===== src/rtl/bin2bcd_seq_pkg.sv =====
// Shared types and packet layout for the sequential binary-to-BCD converter.
package bin2bcd_seq_pkg;

    typedef enum logic [1:0] {
        IDLE  = 2'd0,
        SHIFT = 2'd1,
        DONE  = 2'd2
    } state_t;

    // One display packet per digit: {enable, value[3:0], decimal point}
    localparam int DIGIT_PKT_W = 6;
    localparam int PKT_EN      = 5;
    localparam int PKT_VAL_HI  = 4;
    localparam int PKT_VAL_LO  = 1;
    localparam int PKT_DP      = 0;
    localparam int PKT_VAL_W   = PKT_VAL_HI - PKT_VAL_LO + 1;

endpackage


===== src/rtl/bin2bcd_seq_digit_adj.sv =====
// Double-dabble digit correction: a BCD digit of 5 or more gets +3 so that
// the following left shift carries correctly into the next decimal digit.
module bcd_digit_adj (
    input  logic [3:0] digit_i,
    output logic [3:0] digit_o
);

    // Add-3 correction for digits >= 5; result never exceeds 12
    always_comb begin
        digit_o = digit_i;
        if (digit_i >= 4'd5) begin
            digit_o = digit_i + 4'd3;
        end else begin
            digit_o = digit_i;
        end
    end

endmodule


===== src/rtl/bin2bcd_seq.sv =====
// Sequential binary-to-BCD converter (shift-add-3, one bit per clock) feeding
// the 8-digit display driver. Produces packed BCD, an overflow flag and
// per-digit display packets with optional leading-zero blanking.
module bin2bcd_seq
    import bin2bcd_seq_pkg::*;
#(
    parameter int BIN_WIDTH  = 8,
    parameter int NUM_DIGITS = 3,
    parameter int BLANK_LZ   = 1,
    parameter int CONTINUOUS = 0
) (
    input  logic                              clk_i,
    input  logic                              rst_i,
    input  logic [BIN_WIDTH-1:0]              bin_i,
    input  logic                              start_i,
    output logic                              busy_o,
    output logic                              done_o,
    output logic                              ovf_o,
    output logic [4*NUM_DIGITS-1:0]           bcd_o,
    output logic [DIGIT_PKT_W*NUM_DIGITS-1:0] digits_o
);

    localparam int BCD_W = 4 * NUM_DIGITS;
    localparam int CNT_W = $clog2(BIN_WIDTH + 1);
    localparam int SHW   = BCD_W + BIN_WIDTH + 1;
    localparam logic [BCD_W-1:0] ALL_NINES = {NUM_DIGITS{4'd9}};

    state_t                 state_r;
    state_t                 next_state_s;
    logic [BIN_WIDTH-1:0]   shift_r;
    logic [BIN_WIDTH-1:0]   cap_r;
    logic [BIN_WIDTH-1:0]   last_r;
    logic [BCD_W-1:0]       scratch_r;
    logic [CNT_W-1:0]       cnt_r;
    logic                   sticky_r;
    logic [BCD_W-1:0]       bcd_r;
    logic                   ovf_r;
    logic                   busy_r;
    logic                   done_r;

    logic [BCD_W-1:0]       adj_s;
    logic [SHW-1:0]         shifted_s;
    logic [BCD_W-1:0]       scratch_next_s;
    logic [BIN_WIDTH-1:0]   shift_next_s;
    logic                   final_ovf_s;
    logic                   cont_trig_s;
    logic                   any_nz_s;
    logic                   en_s;
    logic [DIGIT_PKT_W*NUM_DIGITS-1:0] digits_s;

    // Per-digit add-3 correction applied before every shift
    for (genvar g = 0; g < NUM_DIGITS; g++) begin : g_adj
        bcd_digit_adj u_adj (
            .digit_i (scratch_r[4*g +: 4]),
            .digit_o (adj_s[4*g +: 4])
        );
    end

    // One step of the {scratch, binary} left shift; the top bit leaving the
    // scratch means the value no longer fits in NUM_DIGITS decimal digits
    always_comb begin
        shifted_s      = {adj_s, shift_r, 1'b0};
        scratch_next_s = shifted_s[SHW-2:BIN_WIDTH];
        shift_next_s   = shifted_s[BIN_WIDTH-1:0];
        final_ovf_s    = sticky_r | shifted_s[SHW-1];
    end

    // Next-state decode; in continuous mode a changed input starts a conversion
    always_comb begin
        next_state_s = state_r;
        cont_trig_s  = (CONTINUOUS != 0) && (bin_i != last_r);
        case (state_r)
            IDLE: begin
                if (start_i || cont_trig_s) begin
                    next_state_s = SHIFT;
                end else begin
                    next_state_s = IDLE;
                end
            end
            SHIFT: begin
                if (cnt_r == CNT_W'(1)) begin
                    next_state_s = DONE;
                end else begin
                    next_state_s = SHIFT;
                end
            end
            DONE: begin
                next_state_s = IDLE;
            end
            default: begin
                next_state_s = IDLE;
            end
        endcase
    end

    // State, datapath and registered outputs; results land on entry to DONE
    always_ff @(posedge clk_i) begin
        if (rst_i) begin
            state_r   <= IDLE;
            shift_r   <= '0;
            cap_r     <= '0;
            last_r    <= '0;
            scratch_r <= '0;
            cnt_r     <= '0;
            sticky_r  <= 1'b0;
            bcd_r     <= '0;
            ovf_r     <= 1'b0;
            busy_r    <= 1'b0;
            done_r    <= 1'b0;
        end else begin
            state_r <= next_state_s;
            busy_r  <= (next_state_s == SHIFT);
            done_r  <= (next_state_s == DONE);
            case (state_r)
                IDLE: begin
                    if (next_state_s == SHIFT) begin
                        shift_r   <= bin_i;
                        cap_r     <= bin_i;
                        scratch_r <= '0;
                        cnt_r     <= CNT_W'(BIN_WIDTH);
                        sticky_r  <= 1'b0;
                    end
                end
                SHIFT: begin
                    scratch_r <= scratch_next_s;
                    shift_r   <= shift_next_s;
                    cnt_r     <= cnt_r - CNT_W'(1);
                    sticky_r  <= final_ovf_s;
                    if (next_state_s == DONE) begin
                        bcd_r  <= final_ovf_s ? ALL_NINES : scratch_next_s;
                        ovf_r  <= final_ovf_s;
                        last_r <= cap_r;
                    end
                end
                DONE: begin
                end
                default: begin
                end
            endcase
        end
    end

    // Display packets from the held BCD result, blanking leading zeros
    always_comb begin
        digits_s = '0;
        any_nz_s = 1'b0;
        en_s     = 1'b0;
        for (int k = NUM_DIGITS - 1; k >= 0; k--) begin
            any_nz_s = any_nz_s | (bcd_r[4*k +: 4] != 4'd0);
            en_s     = (BLANK_LZ == 0) || (k == 0) || any_nz_s;
            digits_s[DIGIT_PKT_W*k + PKT_EN]                 = en_s;
            digits_s[DIGIT_PKT_W*k + PKT_VAL_LO +: PKT_VAL_W] = bcd_r[4*k +: 4];
            digits_s[DIGIT_PKT_W*k + PKT_DP]                 = 1'b1;
        end
    end

    assign busy_o   = busy_r;
    assign done_o   = done_r;
    assign ovf_o    = ovf_r;
    assign bcd_o    = bcd_r;
    assign digits_o = digits_s;

endmodule

===== config.mk =====
export PLATFORM = sky130hd
export DESIGN_NAME = bin2bcd_seq
export DESIGN_NICKNAME = d
export VERILOG_FILES = /design/src/rtl/bin2bcd_seq_pkg.sv /design/src/rtl/bin2bcd_seq_digit_adj.sv /design/src/rtl/bin2bcd_seq.sv
export SDC_FILE = /design/constraint.sdc
export NUM_CORES = 1
export LEC_CHECK = 0
export BUFFER_PORTS_ARGS = -buffer_cell sky130_fd_sc_hd__clkbuf_2
export CORE_MARGIN = 4
export CORE_UTILIZATION = 29
export CTS_BUF_LIST = sky130_fd_sc_hd__clkbuf_8
export DETAILED_ROUTE_END_ITERATION = 8
export SYNTH_ARGS = -nofsm -noshare
export SYNTH_HDL_FRONTEND = slang
export SYNTH_SLANG_ARGS = --single-unit

===== constraint.sdc =====
create_clock -name clk_i -period 1.55 [get_ports clk_i]
set_clock_uncertainty 0.2 [all_clocks]
set_input_delay 0.0775 -clock clk_i [delete_from_list [all_inputs] [get_ports clk_i]]
set_output_delay 0.0775 -clock clk_i [all_outputs]
set_load 0.1 [all_outputs]

; Word-level counts from Yosys, hierarchy flattened
; Cells that the tools add are included.
[word_totals]
wordCells = 44
ff_bits = 42
n_memories = 0
latchBits = 0
output_inout_bits = 33
rom_bits = 0
ram_bits = 0
inputBits = 11
[classes]
n_eq_ne = 5
mux = 15
n_lt_le_gt_ge = 3
mul = 0
n_shift = 0
bitwise = 2
div = 0
n_reduce_logical = 6
addsub = 4
[op_table]
columns = cell, count
row1 = 12-bit two-way mux, 2
row2 = 12-bit case mux with 2 select lines, 1
row3 = 4-bit two-way mux, 4
row4 = 8-bit case mux with 2 select lines, 1
row5 = 4-bit by 2-bit adder with 4-bit output (second input constant), 3
row6 = 4-bit by 3-bit greater-or-equal comparator with 1-bit output (second input constant), 3
row7 = 8-bit two-way mux, 1
row8 = 4-bit case mux with 2 select lines, 1
row9 = 4-bit nonzero test, 2
row10 = 2-bit by 1-bit equality test with 1-bit output (second input constant), 2
row11 = 4-bit by 1-bit equality test with 1-bit output (second input constant), 1
row12 = 2-bit case mux with 2 select lines, 1
row13 = 2-bit AND reduction, 2
row14 = 4-bit by 1-bit subtractor with 4-bit output (second input constant), 1
row15 = 2-bit equality test (second input constant), 1
row16 = 2-bit logical NOT, 1
row17 = 1-bit two-way mux, 2
row18 = 2-bit two-way mux, 1
row19 = 2-bit != test (second input constant), 1
row20 = 1-bit OR, 2
row21 = 1-bit case mux with 2 select lines, 1
row22 = 2-bit nonzero test, 1

; Depth between registers and ports, before layout
[logic_depth]
ltp_word = 6
depth_mapped = 7
depth_no_buf = 6

; Hierarchy
; A second synthesis with hierarchy kept.
[unflattened]
cells_unflattened = 238
area_unflattened_um2 = 2148.3
[modules_own_cells]
columns = module, n_inst, seq_area_each_um2, area_per_inst_um2, cells_each
row1 = bin2bcd_seq, 1, 840.8, 1844.3, 190
row2 = bcd_digit_adj, 3, 0.0, 101.3, 16

; Worst setup path before layout
; Ideal clock, no wire load.
[synth_timing]
kind = reg2out
start = register bcd_r[8] (netlist: bcd_o[8])
end = output digits_o[11]
path_buffers = 0
arrival_time_ns = 2.678
path_slack_ns = -1.406
stages_incl_launch_ff = 3
t_required_ns = 1.272
path_cell_list = dfxtp_1 or4_1 nand2b_1
[synth_via]
elab_chain_cells = 2
[synth_rtl]
columns = element, line
row1 = from (decl), bin2bcd_seq.sv:36  ; logic [BCD_W-1:0] bcd_r;
row2 = from (signal assigned), bin2bcd_seq.sv:130  ; bcd_r <= final_ovf_s ? ALL_NINES : scratch_next_s;
row3 = 4-bit nonzero test, bin2bcd_seq.sv:149  ; any_nz_s = any_nz_s | (bcd_r[4*k +: 4] != 4'd0);
row4 = named net digits_o[17], bin2bcd_seq.sv:20  ; output logic [DIGIT_PKT_W*NUM_DIGITS-1:0] digits_o
row5 = 1-bit OR, bin2bcd_seq.sv:149
row6 = to (decl), bin2bcd_seq.sv:20
; The timed path passes the listed nets, and every way through them passes these cells.

; Worst setup path after layout
[layout_timing]
start = register bcd_r[8] (netlist: bcd_o[8])
end = output digits_o[11]
[layout_via]
elab_chain_cells = 2
[layout_rtl]
columns = element, line
row1 = 4-bit nonzero test, bin2bcd_seq.sv:149
row2 = 1-bit OR, bin2bcd_seq.sv:149
; No other way between the ends.

==> flow_metrics.py <==
metrics = {
    "worst_setup_path": {
        "startpoint_type": "register",
        "crit_required_ps": 1270,
        "slowest_stage": "or4_4",
        "cpPeakStageDelay_ps": 520,
        "path_cells": "or4_4 -> nand2b_4 -> buf_12",
        "endpoint_kind": "output pin",
        "crit_arrival_ps": 1490,
        "path_class": "register to output pin",
        "crit_path_max_fanout": 2,
        "r2r_cells": 7,
    },
    "final_layout": {
        "final_nets": 340,
        "areaGrowthSynthToFinish_pct": 40.4,
        "drive_gt1_share_pct": 48.4,
        "diodes": 0,
        "stdcell_area_um2": 3160,
    },
    "synthesis": {
        "ys_warn_count": 0,
        "synth_edf_count": 0,
        "synthesis.area_um2": 2250,
        "ys_seq_elements": 42,
        "seq_area_frac_synth_pct": 37.4,
        "ys_types": 45,
        "synthArstFlopShare_pct": 0,
        "synthCells": 255,
        "avgSynthCellArea_um2": 8.83,
        "synth_ff_type": "dfxtp_1",
    },
    "sta": {
        "hold_violations": 1,
        "relSlewSlack_pct": 63.7,
        "rsz0062_at_grt": "true",
        "max_clock_freq_mhz": 565,
        "timing.final.max_slew_violations": 0,
        "holdWs_ps": -3.04,
        "worst_pin_slew_ps": 547,
        "fin_ws_ps": -219,
        "tns_ps": -1280,
        "fin_crit_sh_pct": 114,
        "fin_crit_ps": 1770,
        "finalSetupViolCount": 16,
    },
    "floorplan": {
        "initial_utilization_pct": 30.4,
        "dieArea_um2": 9240,
        "io_pins": 44,
        "num_rows": 31,
        "coreArea_um2": 7410,
        "die_h_um": 96.1,
        "die_w_um": 96.1,
    },
    "grt": {
        "busiest_layer": "met2",
        "antenna_found_initial": 0,
        "grt_overflow": 0,
        "grt_pass1_vias": 1856,
        "grt_use_met3_pct": 2.58,
        "grt_pass1_wl_um": 8670,
        "grtUsageMet1_pct": 15.6,
        "grt_max_degree": 20,
        "track_usage_pct": 12.0,
        "met2_usage_pct": 20.0,
    },
    "min_path": {
        "hold_class": "input pin to register",
        "hold-path-cell-count": 5,
    },
    "drt": {
        "drc": 0,
        "first_pass_iters": 4,
        "ant_nets": 0,
        "wl_per_cell_um": 13.1,
        "viasPerCell": 4.80,
        "via_count": 2021,
        "drt-total-wl_um": 5500,
        "drt-initial-drc-count": 73,
    },
    "clock_tree": {
        "cts_buffers": 5,
        "htreeDepth": 2,
        "clk_pin_slew_worst_paths_ps": 80,
        "cts.sinks": 42,
        "clk_latency_ps": 300,
        "cts_tree": "done",
        "cts_root_buffer": "clkbuf_8",
        "clockBufferDepth": 2,
    },
    "power_and_ir_drop": {
        "pwr_density_cell_nw_per_um2": 831,
        "peakVddDrop_mv": 0.532,
        "p_leak_uw": 0.00131,
        "finalPower_uw": 2620,
    },
    "placement": {
        "gp_congestion": 0.734,
        "dp_slack_ps": -114,
        "portBuffers": 39,
        "post-dp-hpwl_um": 3750,
        "placed_cell_area_um2": 2720,
    },
    "job": {
        "drv_cap": 0,
    },
    "run_status": {
        "status": "complete, but fails checks",
        "violations": "negative hold slack, negative setup slack",
    },
}
## worst paths after layout
path,slack [ps],from,end
min reg2reg,280,shift_r[2]$_SDFFE_PP0P_,shift_r[2]$_SDFFE_PP0P_
min,-3,bin_i[6],shift_r[6]$_SDFFE_PP0P_
max,-220,bcd_o[8]$_SDFFE_PP0P_,digits_o[11]
max reg2reg,-120,scratch_r[8]$_SDFFE_PP0P_,bcd_o[0]$_SDFFE_PP0P_
## flip-flops by register name, summed over array words and instances (netlist names)
name	flops
busy_o	1
sticky_r	1
state_r	2
ovf_o	1
scratch_r	12
done_o	1
bcd_o	12
cnt_r	4
shift_r	8
## Yosys cell counts (3+ instances only)
library cell  count  share of area [%]
a32oi_1           4                1.6
a2bb2oi_1         3                1.2
a22oi_1           3                1.0
buf_2             6                1.3
nor3b_1          10                3.3
nand2b_1          7                1.9
nor2_1           32                5.3
o21ai_0           8                1.8
ha_1              8                4.4
nand2_1          17                2.8
a21oi_1          12                2.7
a311oi_2          4                2.7
nor2b_1           3               0.83
a211oi_1          4                1.3
o211ai_1          3                1.0
a311oi_1          8                3.1
clkbuf_1          4               0.67
dfxtp_1          42                 37
a31oi_1           3               0.83
buf_4            20                6.7
a31o_1            3                1.2
a41o_1            3                1.3
inv_1            13                2.2
and2_1            5                1.4
a211o_1           4                1.6
o21a_1            3                1.0
## metal layers
| layer | part of all wire [%] | vias to the layer above |
|---|---|---|
| met5 | 0 | - |
| met3 | 5.1 | 4 |
| li1 | - | 1018 |
| met4 | 0.82 | 0 |
| met1 | 46 | 947 |
| met2 | 48 | 52 |
## power breakdown
part	total (uW)	switching [uW]	internal (uW)	leakage (uW)
logic	614	404	210	0.000892
clock network	863	393	470	0.0000607
registers	1150	28.9	1120	0.000354
total	2620	826	1800	0.00131
## layout make-up
type | instances | area, um2
timing repair buffer | 87 | 617
inverter | 13 | 51.3
multi-input combinational | 172 | 1380
sequential | 42 | 878
fill | 719 | 4250
clock buffer | 5 | 68.8
tap | 99 | 124
clock inverter | 3 | 37.5
## critical path, delay by kind of cell (launching register included)
| kind | cells | cell delay (ps) |
|---|---|---|
| buf+inv | 1 | 160 |
| simple gates | 2 | 680 |
| flops | 1 | 350 |
## placed cells by master, fill, tap and decap left out, types with 5 or more instances in the layout
cell type      instances
a311oi_2               5
and2_1                 5
buf_4                 37
ha_4                   5
inv_2                  5
a21oi_1                9
clkbuf_2              37
dlygate4sd3_1          8
nand2_1               16
nor3b_1                7
nor2_1                32
inv_1                  9
dfxtp_2               18
dfxtp_1               20
a311oi_1               7
clkbuf_8               5
## cells by family (layout without fill, tap and decap cells)
kind of cell	Yosys count	in the layout	share of synthesized area (%)
AO/OA/AOI/OAI	70	70	24.4
adder cells (fa/ha/maj)	8	8	4.45
buffers and inverters	45	108	11.8
flip-flops	42	42	37.4
multiplexers	1	1	0.500
other	1	4	0.167
AND/OR/NAND/NOR	88	89	21.3
## timing repair
action	CTS	global route
gates cloned	0	1
gates resized for setup	14	34
buffers inserted	6	0
pin swaps	10	9
endpoints found under the setup margin	19	37
hold buffers	8	0
hold endpoints to repair	11	0
## stage by stage
step / util (%) / hold slack, ps / std cells
after floorplan: - / 36.5 / 258
after global placement: 36.7 / 130 / 398
after detailed placement: 36.7 / 134 / 398
after CTS: 40.6 / 3.25 / 420
after global routing: 42.7 / 12.6 / 421
final: 42.7 / -3.04 / 421
No activity file was read; power rests on OpenSTA's default activity.
